**config.mk**
```make
export PLATFORM = sky130hd
export DESIGN_NAME = pipe_stage_elastic
export DESIGN_NICKNAME = d
export VERILOG_FILES = /design/src/rtl/pipe_stage_elastic.sv
export SDC_FILE = /design/constraint.sdc
export NUM_CORES = 1
export LEC_CHECK = 0
export ABC_AREA = 1
export BUFFER_PORTS_ARGS = -buffer_cell sky130_fd_sc_hd__buf_4
export CAP_MARGIN = 20
export CORE_UTILIZATION = 40
export DETAILED_ROUTE_END_ITERATION = 10
export GPL_TIMING_DRIVEN = 0
export HOLD_SLACK_MARGIN = 0.03
export PLACE_DENSITY = 0.68
export REMOVE_ABC_BUFFERS = 1
export SETUP_SLACK_MARGIN = 0.4
export SYNTH_ARGS = -nofsm -noshare
export SYNTH_HDL_FRONTEND = slang
export SYNTH_SLANG_ARGS = --single-unit
```
**constraint.sdc**
```tcl
create_clock -name CLK -period 3.1 [get_ports CLK]
set_clock_uncertainty 0.05 [all_clocks]
set_input_delay 0.93 -clock CLK [delete_from_list [all_inputs] [get_ports CLK]]
set_output_delay 0.93 -clock CLK [all_outputs]
set_load 0.03 [all_outputs]
```
**src/rtl/pipe_stage_elastic.sv**
```systemverilog
// pipe_stage_elastic: generic elastic pipeline register between two datapath
// stages. Carries an opaque payload plus halt tag over a valid/ready handshake,
// with flush-to-bubble, sticky halt freeze and a saturating stall counter.
// Optional feature macro: PIPEREG_SKID_EN adds a skid register (two entries,
// fully registered in_ready). Without it the stage holds one entry and in_ready
// looks through to out_ready combinationally.
module pipe_stage_elastic #(
  parameter int               WIDTH     = 64,
  parameter logic [WIDTH-1:0] NOP_VALUE = '0,
  parameter int               CNT_W     = 16
) (
  input  logic             CLK,
  input  logic             nRST,
  input  logic             in_valid,
  output logic             in_ready,
  input  logic [WIDTH-1:0] in_data,
  input  logic             in_halt,
  output logic             out_valid,
  input  logic             out_ready,
  output logic [WIDTH-1:0] out_data,
  output logic             out_halt,
  input  logic             flush,
  output logic             frozen,
  output logic [1:0]       occupancy,
  output logic [CNT_W-1:0] stall_cnt
);

  // Encoding doubles as the entry count so occupancy is a plain register read.
  typedef enum logic [1:0] {
    EMPTY = 2'd0,
    ONE   = 2'd1,
    TWO   = 2'd2
  } state_t;

  state_t           state;
  logic [WIDTH-1:0] main_data;
  logic             main_halt;
  logic             accept;
  logic             emit;

`ifdef PIPEREG_SKID_EN
  logic [WIDTH-1:0] skid_data;
  logic             skid_halt;
`endif

  assign out_valid = (state != EMPTY);
  assign occupancy = state;
  assign emit      = out_valid & out_ready;
  assign accept    = in_valid & in_ready;

`ifdef PIPEREG_SKID_EN
  // Ready comes only from registered state, so no path from out_ready.
  assign in_ready = !frozen && (state != TWO);
`else
  // Single entry: room exists if empty or the head leaves this cycle.
  assign in_ready = !frozen && (!out_valid || out_ready);
`endif

  // Bubbles present NOP_VALUE and a clear halt tag to the next stage.
  assign out_data = out_valid ? main_data : NOP_VALUE;
  assign out_halt = out_valid & main_halt;

  // Entry storage and occupancy state; flush overrides any accept or emit.
  always_ff @(posedge CLK or negedge nRST) begin
    if (!nRST) begin
      state     <= EMPTY;
      main_data <= NOP_VALUE;
      main_halt <= 1'b0;
`ifdef PIPEREG_SKID_EN
      skid_data <= NOP_VALUE;
      skid_halt <= 1'b0;
`endif
    end else if (flush) begin
      state <= EMPTY;
    end else begin
      case (state)
        EMPTY: begin
          if (accept) begin
            state     <= ONE;
            main_data <= in_data;
            main_halt <= in_halt;
          end
        end
        ONE: begin
          if (accept && emit) begin
            main_data <= in_data;
            main_halt <= in_halt;
`ifdef PIPEREG_SKID_EN
          end else if (accept) begin
            skid_data <= in_data;
            skid_halt <= in_halt;
            state     <= TWO;
`endif
          end else if (emit) begin
            state <= EMPTY;
          end
        end
`ifdef PIPEREG_SKID_EN
        TWO: begin
          if (emit) begin
            main_data <= skid_data;
            main_halt <= skid_halt;
            state     <= ONE;
          end
        end
`endif
        default: state <= EMPTY;
      endcase
    end
  end

  // Halt freeze: closes the input once a halt entry is taken, until flush.
  always_ff @(posedge CLK or negedge nRST) begin
    if (!nRST) begin
      frozen <= 1'b0;
    end else if (flush) begin
      frozen <= 1'b0;
    end else if (accept && in_halt) begin
      frozen <= 1'b1;
    end
  end

  // Saturating count of cycles the head was blocked; flush leaves it alone.
  always_ff @(posedge CLK or negedge nRST) begin
    if (!nRST) begin
      stall_cnt <= '0;
    end else if (out_valid && !out_ready && (stall_cnt != {CNT_W{1'b1}})) begin
      stall_cnt <= stall_cnt + CNT_W'(1);
    end
  end

endmodule

```
==> summary.txt, run 1 <==
Run status
  • Status: complete, no violations

Setup path
  • Worst EP required: roughly 2.1 ns
  • Setup crit start: occupancy[0]
  • R2R setup slack: a little under 0.7 ns
  • Crit-path max FO: 46
  • CP cell instances: buf_12 > nand2_1 > inv_1 > buf_4
  • CP max-delay cell: dfrtp_4
  • CP Capture Type: primary output
  • WS Path Type: flop to primary output
  • R2r endpoint: main_halt
  • CP startpoint kind: flop
  • Worst r2r src: occupancy[0]
  • FF-to-FF path depth: 9
  • Setup crit end: out_data[52]
  • CP max stage delay: about 0.6 ns
  • Worst endpoint data arrival time: around 1.6 ns

CTS
  • CTS tree: built
  • Postcts setup bufs: 0
  • Clock Sinks: 83
  • Hold-fix buffer count after cts: 0
  • CTS root buffer: clkbuf_8
  • Clk slew on worst S/H paths: 0.08 ns
  • Max clock buf depth: 2
  • Htree depth: 3
  • Num CTS Buffers: 9
  • Clk_lat worst skew: 0.35 ns

Synth
  • Synth top cells by count: 316 x nand2_1, 83 x dfrtp_1, 80 x inv_1, 17 x nor2_1
  • Ys async rst share: 100%
  • YS warnings: 0
  • EDFF count, synth: 0
  • Sequential share of the synthesized area: 50.5%
  • Top cells by area, synth: dfrtp_1 50%, nand2_1 29%, inv_1 7.3%
  • Most numerous cell in the Yosys netlist: nand2_1
  • Post-synthesis area per instance: about 7.2 µm²
  • Synthesized area: 0.00411 mm²
  • Synth top area share: about 50%
  • Ys flop type: dfrtp_1
  • Synth unique cells: 25
  • Yosys reg bits: slightly above 80
  • Mapped Cells: about 570
  • Cell taking the most area after synthesis: dfrtp_1

Floorplanning
  • FP Rows: 36
  • Core area: 0.00986 mm²
  • Initial Utilization: between 40% and 50%
  • Die ar.: about 0.011 mm²
  • I/O pin count: approximately 160
  • Die height: a little over 100 µm
  • Die Width: just over 100 µm

Routing
  • Iter 0 DRT Violations: around 150
  • DR vias/cell: ~4.5
  • Residual DRC count: 0
  • Via count: about 3800
  • Drt first pass iters: 4
  • Avg WL per Cell: between 10 and 15 µm
  • WL final: 10100 µm
  • ANT nets after route: 0

Placed design
  • Final Wtd Congestion: approximately 0.86
  • Pre-CTS setup slack: 0.00115 ns
  • Dpl cells: between 800 and 900
  • Post-Place Cell Area: 0.00532 mm²
  • Port bufs: about 150
  • DP Wirelength: 6800 µm

Pwr
  • Worst VDD drop: approximately 270 µV
  • Sw Share: between 30% and 40%
  • Flop pwr share: between 40% and 50%
  • Pwr dens: ~600 mW/mm²
  • Clock power frac: between 20% and 30%
  • Internal power: about 2100 µW
  • Comb power frac: about 28%
  • Lkg Pwr: between 0.003 and 0.004 µW
  • Sw Pwr: between 1000 and 1500 µW

STA
  • Setup-failing EPs final: 0
  • Setup WS post-layout: between 0.5 and 0.6 ns
  • Slew @ Worst Pin: 0.655 ns
  • Tcrit/Tclk final: ~82%
  • Fmax: a little under 0.4 GHz
  • Relative slew slack: 56.3%
  • Worst hold margin: 0.409 ns
  • Minimum clock period: around 2.6 ns
  • Final hold violation count: 0
  • Unrepaired setup endpoints after global routing: no
  • Final Slew Violations: 0

Finish
  • Nets: just under 800
  • Layout cell share with drive strength beyond 1: between 20% and 30%
  • Post-Layout Cell Count: 850
  • Final Cell Area: between 0.005 and 0.006 mm²
  • Area grow syn2layout: 35.8%
  • # diodes: 0
  • FILL cells: approximately 930

Min path
  • Worst hold path class: primary input to asynchronous set/reset pin

GRT
  • Vias in the first global route: ~3400
  • Initial antenna violation count: 0
  • First-pass GRT wire length: around 16000 µm
  • Largest net degree at the start of global routing: 84
  • Total grt overflow: 0
  • All-layer global routing usage: 19.9%

Flow run
  • Max-cap violations: 0
[layout make-up]
class / instances / area [µm²] / area share, %
clock inverter: 4 / 72.6 / 1.30
clock buffer: 12 / 155 / 2.78
timing repair buffer: 157 / 1220 / 21.9
sequential: 83 / 2080 / 37.3
inverter: 82 / 310 / 5.56
tap: 133 / 166 / 2.98
multi-input combinational: 379 / 1580 / 28.2
[power by group through the flow]
| stage | Combinational (µW) | Sequential (µW) | Clock (µW) |
|---|---|---|---|
| after floorplan | 459 | 1550 | 0 |
| after global placement | 885 | 1490 | 0 |
| after detailed placement | 921 | 1480 | 0 |
| after CTS | 925 | 1460 | 909 |
| after global routing | 1010 | 1490 | 953 |
| final | 917 | 1470 | 883 |
[worst min path at each step]
| stage | slack, ns | startpoint | endpoint | cells past startpoint |
|---|---|---|---|---|
| after floorplan | 0.39 | main_data[0] | main_data[0] | 2 |
| after global placement | 0.40 | main_data[42] | main_data[42] | 2 |
| after detailed placement | 0.41 | main_data[38] | main_data[38] | 2 |
| after CTS | 0.43 | main_data[46] | main_data[46] | 2 |
| after global routing | 0.41 | nRST | main_data[41] | 1 |
| final | 0.41 | nRST | main_data[3] | 1 |
[flip-flops by register name, indices dropped and copies added (netlist names)]
register and cells:
frozen 1, occupancy 1, stall_cnt 16, main_halt 1, main_data 64
[worst max-delay path, delay by kind of cell (launching register included)]
family	cells	cell delay (ns)
DFF	1	0.60
and+or+nand+nor	1	0.08
buffers and inverters	3	0.51
[cells by family after synthesis]
group | after synthesis | synth area share (%)
buffers and inverters | 107 | 11.5
xor gates and xnor gates | 6 | 1.28
AOI/OAI and AO/OA | 14 | 2.19
adders and majority gates | 1 | 0.304
DFF | 83 | 50.5
and+or+nand+nor | 356 | 34.2
other | 1 | 0.0912
[through the flow]
step | TNS (ns) | total power (µW) | utilization [%]
3_5_place_dp | 0 | 2400 | 53.9
4_1_cts | 0 | 3300 | 56.3
3_3_place_gp | -175.64 | 2370 | 53.4
2_1_floorplan | -65.48 | 2010 | -
5_1_grt | 0 | 3460 | 56.6
6_report | 0 | 3270 | 56.6
[timing repair]
action / CTS / global route
endpoints found under the setup margin: 66 / 29
cloned: 1 / 0
gates resized for setup: 1 / 1
pin swaps: 1 / 0
[per-layer routing]
metal | vias to the layer above | global-route usage [%] | part of all wire, %
met2 | 125 | 28.6 | 44
met1 | 1735 | 26.9 | 44
met3 | 10 | 7.66 | 10
met4 | 0 | 7.80 | 1.3
met5 | - | 0 | 0
li1 | 1933 | - | -
[layout by cell type (no fill, tap or decap), types with 2 or more instances in the layout]
master       n
buf_12       2
buf_4      154
bufinv_16    2
clkbuf_8    11
dfrtp_1     82
inv_1       80
nand2_1    316
nand3_1      9
nand4_1      6
nor2_1      17
nor2_4       5
o21ai_0      6
o21ai_2      5
xnor2_1      4
xor2_1       2
(Power assumes the default switching activity.)
==> run 2, diff against run 1 <==
Settings changed: PLACE_DENSITY 0.68 to 0.71.
Clock period 3.1 ns to 2.05 ns, I/O delays scaled along.
==> run 2 against run 1 <==
  * Clock power rose by 33%
  * Highest routed layer unchanged
  * Core utilization rose by 8.1 points
  * Global-route usage rose by 1.5 points
  * Critical path depth did not move
  * Critical path type unchanged
==> summary.txt, run 2 (synthesis results as in run 1) <==
Run status
  • Status: complete, no violations

Routing
  • Residual DRC count: 0 (unchanged)
  • Iter 0 DRT Violations: 141 (-4.1%)
  • DR vias/cell: 4.62 (+3.2%)
  • M1 wire length: 5410 µm (+21%)
  • Metal2 WL: 6220 µm (+39%)
  • Avg WL per Cell: 14.2 µm (+19%)
  • Highest Signal Layer: met4
  • ANT nets after route: 0 (unchanged)
  • Met3 WL: 955 µm (-9.7%)
  • WL final: 12800 µm (+26%)
  • Via count: 4149 (+9.1%)
  • Drt first pass iters: 4 (unchanged)

Setup path
  • CP max stage delay: 0.55 ns (-0.05 ns)
  • Worst endpoint data arrival time: 1.38 ns (-0.20 ns)
  • FF-to-FF path depth: 11 (+2)
  • R2R setup slack: 0.31 ns (-0.38 ns)
  • CP cell instances: clkbuf_16 > nand2_1 > inv_1 > buf_4
  • Worst EP required: 1.38 ns (-0.74 ns)
  • WS Path Type: flop to primary output
  • CP max-delay cell: dfrtp_4
  • Worst r2r src: occupancy[0]
  • CP startpoint kind: flop
  • CP Capture Type: primary output
  • Crit-path max FO: 23 (-50%)
  • R2r endpoint: main_data[40]

STA
  • Minimum clock period: 2.04 ns
  • Final Slew Violations: 0 (unchanged)
  • Tcrit/Tclk final: between 90 and 100%
  • Setup-failing EPs final: 0 (unchanged)
  • Final hold violation count: 0 (unchanged)
  • Unrepaired setup endpoints after global routing: yes
  • Fmax: 0.489 GHz
  • Worst hold margin: 0.158 ns (-0.251 ns)
  • Setup WS post-layout: 0.00572 ns (-0.538 ns)

Finish
  • Number of flip-flops in the largest register: 64 (unchanged)
  • Layout cell share with drive strength beyond 1: 32.8% (+6.5 points)
  • Most frequent cells in the layout: 309 x nand2_1, 149 x buf_4, 80 x inv_1, 78 x dfrtp_1, 36 x buf_6
  • Final Cell Area: 0.00639 mm² (+14%)
  • Biggest regs: main_data: 64 flops, stall_cnt: 16 flops
  • FILL cells: 831 (-10%)
  • # diodes: 0 (unchanged)
  • Nets: 833 (+6.4%)
  • Commonest non-fill, non-tap cell in the layout: nand2_1
  • Register bank with the most flops: main_data
  • Area grow syn2layout: 55.2%

CTS
  • Clk_lat worst skew: 0.35 ns (about the same)
  • Htree depth: 3 (unchanged)
  • Hold-fix buffer count after cts: 0 (unchanged)
  • Num CTS Buffers: 9 (unchanged)
  • Max clock buf depth: 2 (unchanged)
  • Clock Sinks: 83 (unchanged)
  • CTS root buffer: clkbuf_8
  • Clk slew on worst S/H paths: 0.09 ns (about the same)
  • CTS tree: built

Pwr
  • Total chip power: 5210 µW (+60%)
  • Lkg Pwr: 0.00379 µW (+10%)
  • Worst VDD drop: 578 µV (+120%)
  • Pwr dens: 816 mW/mm² (+40%)

GRT
  • Initial antenna violation count: 0 (unchanged)
  • Vias in the first global route: 3719 (+11%)
  • First-pass GRT wire length: 17200 µm (+6.3%)
  • Total grt overflow: 0 (unchanged)
  • Largest net degree at the start of global routing: 84 (unchanged)
  • All-layer global routing usage: 21.4% (+1.5 points)

Flow run
  • Max-cap violations: 0 (unchanged)

Placed design
  • Port bufs: 154 (unchanged)
  • Post-Place Cell Area: 0.00532 mm² (unchanged)
  • Final Wtd Congestion: 0.818 (-4.8%)
  • DP Wirelength: 6860 µm (+0.89%)
  • Pre-CTS setup slack: -0.584 ns (-0.585 ns)

Floorplanning
  • Die Width: 103 µm (unchanged)
  • Die ar.: 0.0107 mm² (unchanged)
  • Die height: 103 µm (unchanged)
  • Initial Utilization: 41.7% (unchanged)
  • FP Rows: 36 (unchanged)
  • Core area: 0.00986 mm² (unchanged)
  • I/O pin count: 156 (unchanged)

Min path
  • Worst hold path class: primary input to asynchronous set/reset pin
-- run 2: cell types whose count changed in the layout (fill, tap and decap cells not counted), sizes merged --
cell      before  now
clkinv         1    4
buf          157  198
clkinvlp       1    0
clkbuf        12   15
inv           82   86
bufinv         2    1
-- run 2: where the power goes --
group          internal, µW  switching, µW
Combinational           812           1050
Sequential             1960            212
Clock                   588            581
Total                  3360           1850
-- run 2: stage by stage --
stage / std cells / utilization, % / setup TNS [ns]
floorplan: 543 / - / -181.07
global placement: 830 / 53.4 / -305.96
detailed placement: 832 / 53.9 / -32.51
CTS: 874 / 59.1 / 0
global route: 899 / 64.7 / -1.62
finish: 899 / 64.7 / 0
-- run 2: layout make-up --
class / count / area [µm²] / area share (%)
multi-input combinational: 379 / 1650 / 25.8
tap: 133 / 166 / 2.61
timing repair inverter: 6 / 95.1 / 1.49
timing repair buffer: 201 / 1870 / 29.3
sequential: 83 / 2090 / 32.7
clock inverter: 3 / 40.0 / 0.627
clock buffer: 12 / 145 / 2.27
inverter: 82 / 334 / 5.23
-- run 2: how the worst max path moves through the flow --
stage                       startpoint  cells after the start      endpoint  slack, ns
after floorplan           occupancy[0]                      7     main_halt      -2.10
after global placement    occupancy[0]                      7     main_halt      -3.60
after detailed placement     out_ready                      7     main_halt      -0.58
after CTS                 occupancy[0]                      4  out_data[32]       0.01
after global routing      occupancy[0]                      4   out_data[6]      -0.05
final                     occupancy[0]                      4  out_data[10]      0.006
-- run 2: critical path, delay by kind of cell, from the launching register on --
family        cells  cell delay, ns
flops             1            0.55
buf+inv           3            0.41
simple gates      1            0.07
-- run 2: timing repair --
action                     in CTS  in global routing
setup endpoints to repair     164                147
pin swaps                       3                  3
cloned                          2                 10
buffers inserted               25                 14
resized for setup              17                 57
-- run 2: routing by layer --
| metal | global-route usage (%) | vias up |
|---|---|---|
| met1 | 26.1 | 1943 |
| met3 | 6.12 | 17 |
| met2 | 35.5 | 149 |
| met5 | 0 | - |
| li1 | - | 2040 |
| met4 | 8.67 | 0 |
